`src/rtl/multicycle_core_p.sv`:
```
// multicycle_core_p
// Parametrised multicycle core: 4 registers, 8-bit instruction encoding,
// external memory behind a request/ready handshake with wait states.
//
// Ports
//   clock      system clock, all state updates on the rising edge
//   reset      asynchronous active-high reset
//   mem_req    memory request, held until accepted
//   mem_we     1 = write, 0 = read; valid while mem_req is high
//   mem_addr   request address (PC on fetch, R[b] on data access)
//   mem_wdata  write data (R[a] latched at decode)
//   mem_rdata  read data, sampled in the cycle mem_ready is high
//   mem_ready  request accepted/completed this cycle
//   halted     core is in the HALT state
//   pc_out     current PC
//   flag_n     negative flag
//   flag_z     zero flag
//   dbg_sel    register select for the debug read port
//   dbg_data   R[dbg_sel], combinational
//
// Handshake: a transfer completes on the rising edge where mem_req and
// mem_ready are both high. While mem_req is high and mem_ready is low the
// core holds mem_addr, mem_we and mem_wdata constant (they come only from
// state, PC and registers latched at decode). mem_ready is ignored whenever
// mem_req is low.
//
// The FSM state is kept in the named signal 'state' for observation.

module multicycle_core_p #(
    parameter int DATA_W   = 8,
    parameter int ADDR_W   = 8,
    parameter int RESET_PC = 0
) (
    input  logic              clock,
    input  logic              reset,
    output logic              mem_req,
    output logic              mem_we,
    output logic [ADDR_W-1:0] mem_addr,
    output logic [DATA_W-1:0] mem_wdata,
    input  logic [DATA_W-1:0] mem_rdata,
    input  logic              mem_ready,
    output logic              halted,
    output logic [ADDR_W-1:0] pc_out,
    output logic              flag_n,
    output logic              flag_z,
    input  logic [1:0]        dbg_sel,
    output logic [DATA_W-1:0] dbg_data
);

    typedef enum logic [2:0] {
        S_FETCH  = 3'd0,
        S_DECODE = 3'd1,
        S_EXEC   = 3'd2,
        S_MEM    = 3'd3,
        S_WB     = 3'd4,
        S_HALT   = 3'd5
    } state_t;

    localparam logic [ADDR_W-1:0] PC_ONE   = ADDR_W'(1);
    localparam logic [ADDR_W-1:0] PC_RESET = ADDR_W'(RESET_PC);

    state_t            state;
    logic [ADDR_W-1:0] pc;
    logic [7:0]        ir;
    logic [DATA_W-1:0] regs [4];
    logic [DATA_W-1:0] a_reg;
    logic [DATA_W-1:0] b_reg;
    logic [DATA_W-1:0] mdr;
    logic [DATA_W-1:0] alu_out;
    logic              n_q;
    logic              z_q;
    logic              halted_q;

    // ------------------------------------------------------------------
    // Instruction decode (pure function of IR)
    // ------------------------------------------------------------------
    logic [1:0] ra_idx;
    logic [1:0] rb_idx;
    logic [3:0] op;
    logic is_load, is_store, is_add, is_sub, is_nand, is_ori, is_shift;
    logic is_bz, is_bnz, is_bpz, is_branch, is_halt, is_nop;

    assign ra_idx   = ir[7:6];
    assign rb_idx   = ir[5:4];
    assign op       = ir[3:0];
    assign is_load  = (op == 4'b0000);
    assign is_store = (op == 4'b0010);
    assign is_add   = (op == 4'b0100);
    assign is_sub   = (op == 4'b0110);
    assign is_nand  = (op == 4'b1000);
    assign is_ori   = (op[2:0] == 3'b111);
    assign is_shift = (op[2:0] == 3'b011);
    assign is_bz    = (op == 4'b0101);
    assign is_bnz   = (op == 4'b1001);
    assign is_bpz   = (op == 4'b1101);
    assign is_branch = is_bz | is_bnz | is_bpz;
    assign is_halt  = (op == 4'b0001);
    assign is_nop   = (op == 4'b1010) | (op == 4'b1100) | (op == 4'b1110);

    // ------------------------------------------------------------------
    // ALU and branch resolution
    // ------------------------------------------------------------------
    logic [DATA_W-1:0] ori_imm;
    logic [DATA_W-1:0] alu_res;
    logic [ADDR_W-1:0] br_offset;
    logic [ADDR_W-1:0] br_target;
    logic              br_taken;

    assign ori_imm = {{(DATA_W-5){1'b0}}, ir[7:3]};

    always_comb begin
        alu_res = '0;
        if (is_add) begin
            alu_res = a_reg + b_reg;
        end else if (is_sub) begin
            alu_res = a_reg - b_reg;
        end else if (is_nand) begin
            alu_res = ~(a_reg & b_reg);
        end else if (is_ori) begin
            // a_reg holds R1 for ORI (selected at decode)
            alu_res = a_reg | ori_imm;
        end else if (is_shift) begin
            alu_res = ir[5] ? (a_reg >> ir[4:3]) : (a_reg << ir[4:3]);
        end
    end

    // PC has already been incremented at decode, so it equals the
    // branch address + 1 by the time EXEC evaluates the target.
    assign br_offset = {{(ADDR_W-4){ir[7]}}, ir[7:4]};
    assign br_target = pc + br_offset;
    assign br_taken  = (is_bz & z_q) | (is_bnz & ~z_q) | (is_bpz & ~n_q);

    // ------------------------------------------------------------------
    // Memory interface
    // ------------------------------------------------------------------
    // Gating with reset makes the request drop the instant reset asserts,
    // while still presenting the first fetch right after release.
    assign mem_req   = ~reset & ((state == S_FETCH) | (state == S_MEM));
    assign mem_we    = (state == S_MEM) & is_store;
    assign mem_addr  = (state == S_MEM) ? b_reg[ADDR_W-1:0] : pc;
    assign mem_wdata = a_reg;

    assign halted   = halted_q;
    assign pc_out   = pc;
    assign flag_n   = n_q;
    assign flag_z   = z_q;
    assign dbg_data = regs[dbg_sel];

    // ------------------------------------------------------------------
    // Control FSM and datapath state
    // ------------------------------------------------------------------
    always_ff @(posedge clock or posedge reset) begin
        if (reset) begin
            state    <= S_FETCH;
            pc       <= PC_RESET;
            ir       <= '0;
            a_reg    <= '0;
            b_reg    <= '0;
            mdr      <= '0;
            alu_out  <= '0;
            n_q      <= 1'b0;
            z_q      <= 1'b0;
            halted_q <= 1'b0;
            for (int i = 0; i < 4; i++) begin
                regs[i] <= '0;
            end
        end else begin
            unique case (state)
                S_FETCH: begin
                    if (mem_ready) begin
                        ir    <= mem_rdata[7:0];
                        state <= S_DECODE;
                    end
                end

                S_DECODE: begin
                    pc    <= pc + PC_ONE;
                    a_reg <= is_ori ? regs[1] : regs[ra_idx];
                    b_reg <= regs[rb_idx];
                    if (is_halt) begin
                        halted_q <= 1'b1;
                        state    <= S_HALT;
                    end else if (is_nop) begin
                        state <= S_FETCH;
                    end else if (is_load | is_store) begin
                        state <= S_MEM;
                    end else begin
                        state <= S_EXEC;
                    end
                end

                S_EXEC: begin
                    if (is_branch) begin
                        if (br_taken) begin
                            pc <= br_target;
                        end
                        state <= S_FETCH;
                    end else begin
                        alu_out <= alu_res;
                        n_q     <= alu_res[DATA_W-1];
                        z_q     <= (alu_res == '0);
                        state   <= S_WB;
                    end
                end

                S_MEM: begin
                    if (mem_ready) begin
                        if (is_store) begin
                            state <= S_FETCH;
                        end else begin
                            mdr   <= mem_rdata;
                            state <= S_WB;
                        end
                    end
                end

                S_WB: begin
                    if (is_load) begin
                        regs[ra_idx] <= mdr;
                    end else if (is_ori) begin
                        regs[1] <= alu_out;
                    end else begin
                        regs[ra_idx] <= alu_out;
                    end
                    state <= S_FETCH;
                end

                S_HALT: begin
                    state <= S_HALT;
                end

                default: begin
                    state <= S_FETCH;
                end
            endcase
        end
    end

endmodule

```
`config.mk`:
```
export PLATFORM = sky130hd
export DESIGN_NAME = multicycle_core_p
export DESIGN_NICKNAME = d
export VERILOG_FILES = /design/src/rtl/multicycle_core_p.sv
export SDC_FILE = /design/constraint.sdc
export NUM_CORES = 1
export LEC_CHECK = 0
export BUFFER_PORTS_ARGS = -buffer_cell sky130_fd_sc_hd__buf_2
export CORE_UTILIZATION = 55
export CTS_BUF_LIST = sky130_fd_sc_hd__clkbuf_4 sky130_fd_sc_hd__clkbuf_8
export DETAILED_ROUTE_END_ITERATION = 8
export GPL_ROUTABILITY_DRIVEN = 0
export PLACE_DENSITY = 0.74
export SYNTH_ARGS = -nofsm -noshare
export SYNTH_HDL_FRONTEND = slang
export SYNTH_SLANG_ARGS = --single-unit
```
`constraint.sdc`:
```
create_clock -name clock -period 3.6 [get_ports clock]
set_clock_uncertainty 0.05 [all_clocks]
set_input_delay 0.18 -clock clock [delete_from_list [all_inputs] [get_ports clock]]
set_output_delay 0.18 -clock clock [all_outputs]
set_load 0.02 [all_outputs]
```
Word level (Yosys, flattened, before mapping):

Index checks and enable logic that the tools add are counted.

* output and inout bits: 37
* logic and storage cells: 119
* register bits after elaboration: 86
* input port bits: 13

* add/sub/neg operators: 4
* magnitude comparators: 4
* bitwise logic cells: 24
* shift-type cells: 2
* reduce and logical (&&, ||, !) cells: 12
* eq/ne operators: 23
* muxes and demuxes: 36

Operators with widths (count)
* two-way mux 8 bit: 19
* bitwise mux 32 bit: 2
* binary-select mux 8 bit (select 2 bit): 3
* two-way mux 32 bit: 1
* == test 4 bit, second input constant: 6
* adder 8 bit: 2
* demux 8 bit (select 2 bit): 1
* two-way mux 16 bit: 1
* case mux 8 bit (2 select lines): 1
* two-way mux 3 bit: 5
* case mux 3 bit (5 select lines): 1
* == test 4 x 3 -> 1 bit, second input constant: 3
* inequality test 2 bit, second input constant: 5
* AND reduction 2 bit: 5
* == test 3 x 2 -> 1 bit, second input constant: 3
* == test 3 bit, second input constant: 3
* >= comparator 3 bit, second input constant: 3
* NOT 2 -> 3 bit: 3
* adder 8 x 1 -> 8 bit, second input constant: 1
* bitwise AND 8 bit: 1
* zero test 8 bit: 1
* NOT 8 bit: 1
* bitwise OR 1 bit: 8
* bitwise OR 8 x 5 -> 8 bit: 1
* other kinds (16): 25

Depth between registers and ports, before layout:

* depth in word-level cells: 8
* depth in mapped cells: 12
* mapped depth without buffers: 10

Worst setup path before layout:

OpenSTA, ideal clock, no wires.

* kind: register to register
* from: register ir[5]
* to: register pc[7], in the netlist pc_out[7]
* library setup time: 131 ps
* clock period less this slack: 2854 ps
* arrival: 2673 ps
* required time: 3419 ps
* stages on the path, launching flop included: 13
* path buffers: 3
* setup slack: 746 ps
* path through: dfrtp_1 buf_2 buf_2 buf_1 and2_1 ha_1 a21o_1 a21oi_1 nor2b_1 o21a_1 o41a_1 mux2i_1 xor2_1

* longest elaborated chain between the ends: 4

RTL lines
* start, declared: RTL line 64 `logic [7:0] ir;`
* start signal, assigned: RTL line 171 `ir <= mem_rdata[7:0];`
* adder 8 bit: RTL line 130 `assign br_target = pc + br_offset;`
* two-way mux 8 bit: RTL line 194 `if (br_taken) begin`
* two-way mux 8 bit: RTL line 193 `if (is_branch) begin`
* case mux 8 bit (2 select lines): RTL line 168 `unique case (state)`
* end signal, assigned: RTL line 177 `pc <= pc + PC_ONE;`
* end signal, assigned: RTL line 195 `pc <= br_target;`
* end, declared: RTL line 63 `logic [ADDR_W-1:0] pc;`

No other way between the ends. The select of a mux whose other input is x is not followed.
A chain may end at the register's enable or synchronous reset.

Final worst setup path:

* from: register state[2]
* to: register pc[6], in the netlist pc_out[6]

* longest elaborated chain between the ends: 3
* elaborated cells between the ends (all ways): 7
* classes of those cells: eq/ne (4); mux (1); reduce/logical (2)

RTL lines
* start, declared: RTL line 62 `state_t state;`
* start signal, assigned: RTL line 154 `state <= S_FETCH;`
* start signal, assigned: RTL line 172 `state <= S_DECODE;`
* start signal, assigned: RTL line 182 `state <= S_HALT;`
* == test 3 x 2 -> 1 bit or == test 3 x 1 -> 1 bit (tied branches): RTL line 168
* inequality test 2 bit (no source line) or nonzero test 2 bit (tied branches)
* AND reduction 3 bit (no source line)

Several ways; a longest one is shown, not always the timed one.

==> out/results.ini <==
[status]
status=completed

[floorplanning]
initial_utilization=0.5756
fp.dieW_um=103.8
core_um2=9910
dieArea_um2=10780
fp.dieH_um=103.8
ioPinCount=50
core.rowCount=36

[worst_setup_path]
critPathCaptureType=flip-flop
crit_required_ns=3.80
rr_endpoint=pc_out[6]
startpoint_type=flip-flop
regToRegSetupSlack_ns=0.71
critPathKind=reg2reg
r2r_start=state[2]
reg2reg_depth=10
crit_fanout=11
critPathArrivalTime_ns=3.09

[clocking]
postCtsSetupBuffers=0
cts-root-buf=clkbuf_8
cts_tree=done
numCtsBuffers=9
cts_resized=0
cts_sinks=85
clockBufferDepth=2
clk_pin_slew_ns=0.08
clk-insertion-delay-late_ns=0.37
ctsHtreeMaxLevel=3
cts_hold_buffers=7

[global_route]
grt_usage=0.3099
grt_first_pass_wirelength_mm=25.72
grt_pass1_vias=4882
overflow=0
grt_max_degree=52
antenna_found_initial=0

[route]
drtPass1Iterations=5
wl_met1_mm=6.635
wirelength_mm=16.07
route.vias.total=5049
routed-wl-met2_mm=7.689
viasPerCell=6.319
highest_layer=met4
route.met3.wl_mm=1.177
post_drt_wl_per_cell_um=20.12
drc=0
dr.first_iter.drc_count=503
ant_nets=0

[timing]
hold_violations=0
worst_pin_slew_ns=1.128
finalSetupViolCount=0
slew_headroom=0.2459
period_share=0.8024
holdWs_ns=0.009561
period_minus_slack_ns=2.889
tns_ns=0
fmax_mhz=346.2
maxSlewViolCount=0
rsz0062_at_grt=false

[yosys]
ys_ff_latch=85
yosysUniqueCellTypes=65
syn_nets=663
synth-edff-count=0
synthCells=624
synth_ff_type=dfrtp_1
synth-seq-area-share=0.3729
synthArstFlopShare=1.000
synth_area_um2=5704
syn_area_per_cell_um2=9.141
yosysWarnings=0

[placement]
dpl.hpwl_mm=11.70
portBuffers=49

[job]
cap_violations=0

[worst_hold_path]
worstHoldStart=mem_rdata[4]
hold_depth=2
hold_path.class=in2reg
min_delay_worst_endpoint=mdr[4]

[layout]
drive_gt1_frac=0.1877
final_common_cell=nand2_1
largest_reg_flops=32
layout_common_cells=nand2_1, dfrtp_1, o21ai_0, nor2_1, buf_2
area_growth_pct=10.62
nets=700
n_antenna_cell=0
top_register=regs

[pwr]
ir_drop_v=0.0004797
p_leak_nw=2.755
powerDensity_nw_per_um2=995.4

-- per-layer routing --
metal  GRT usage  vias to the layer above
li1            -                     2310
met1      0.4099                     2466
met2      0.4905                      225
met3     0.06356                       48
met4      0.1439                        0
met5           0                        -
-- through the flow --
| step | instances | util | power [mW] | worst slack (ns) | area [um2] |
|---|---|---|---|---|---|
| 6_report | 799 | 0.6367 | 6.281 | 0.7114 | 6310 |
| 4_1_cts | 799 | 0.6367 | 6.214 | 0.7602 | 6310 |
| 3_5_place_dp | 776 | 0.6085 | 5.480 | 0.7655 | 6030 |
| 2_1_floorplan | 624 | - | 4.441 | 0.7457 | 5704 |
| 5_1_grt | 799 | 0.6367 | 6.694 | 0.6185 | 6310 |
| 3_3_place_gp | 776 | 0.6085 | 5.361 | 0.8316 | 6030 |
-- how the worst max path moves through the flow --
| stage | start | end | slack (ns) |
|---|---|---|---|
| 6_report | state[2] | pc_out[6] | 0.71 |
| 2_1_floorplan | ir[5] | pc_out[7] | 0.75 |
| 5_1_grt | mem_wdata[1] | flag_z | 0.62 |
| 3_3_place_gp | state[2] | pc_out[6] | 0.83 |
| 3_5_place_dp | state[2] | pc_out[6] | 0.77 |
| 4_1_cts | state[2] | pc_out[6] | 0.76 |
-- power breakdown --
| part | total [mW] | internal [mW] | switching, mW | leakage (nW) |
|---|---|---|---|---|
| sequential | 1.90 | 1.34 | 0.559 | 1.10 |
| clock | 0.725 | 0.375 | 0.350 | 0.110 |
| combinational | 3.65 | 1.46 | 2.20 | 1.55 |
-- layout make-up --
cell class                      instances  area, um2
Fill cell                             849       3600
Multi-Input combinational cell        476       3324
Sequential cell                        85       2127
Timing Repair Buffer                   67      397.9
Clock buffer                           13      166.4
Tap cell                              133      166.4
Inverter                               22      83.83
Clock inverter                          3      43.79
-- cells by family after synthesis --
| kind of cell | count (synthesis) | share of synthesized area |
|---|---|---|
| xor gates and xnor gates | 10 | 0.01535 |
| muxes | 63 | 0.1566 |
| buffers and inverters | 63 | 0.04584 |
| adders and majority gates | 26 | 0.06098 |
| DFF | 85 | 0.3729 |
| AOI/OAI and AO/OA | 177 | 0.1895 |
| and+or+nand+nor | 200 | 0.1588 |
-- synthesized netlist by cell type (all sizes together), types with 2 or more instances --
cell type  number  area (um2)
a21o            2       15.01
a21oi          41       209.0
a22oi          15       112.6
a311oi          2       17.52
a31o            2       17.52
a31oi           4       25.02
and2            4       25.03
and3            3       18.77
buf            19       96.34
clkbuf         22       82.58
dfrtp          85        2127
fa              3       60.06
ha             23       287.8
inv            22       82.58
mux2           30       337.8
mux2i          15       150.1
mux4           18       405.4
nand2          91       341.6
nand2b         13       81.33
nand3          11       55.05
nand3b          2       15.01
nand4           2       12.51
nor2           50       187.7
nor2b           7       43.79
nor3            4       25.02
nor3b           4       35.03
nor4            3       18.77
o211ai          5       42.54
o21a            3       22.52
o21ai          74       370.4
o221ai          2       17.52
o22ai           6       37.54
o31a            2       17.52
o31ai           3       22.52
o41ai           2       25.03
or3             4       25.02
xnor2           5       43.79
xor2            5       43.79
-- worst max-delay path: stages, from the launching register on --
cell and delay [ns]:
dfrtp_1 0.50, nor3b_2 0.41, nand2b_1 0.11, ha_1 0.22, fa_1 0.41, a21o_1 0.18
a21oi_1 0.24, o21bai_1 0.10, a21oi_1 0.18, xnor2_1 0.08, mux2_1 0.28
Note: power is estimated with default switching activity, not from simulation.
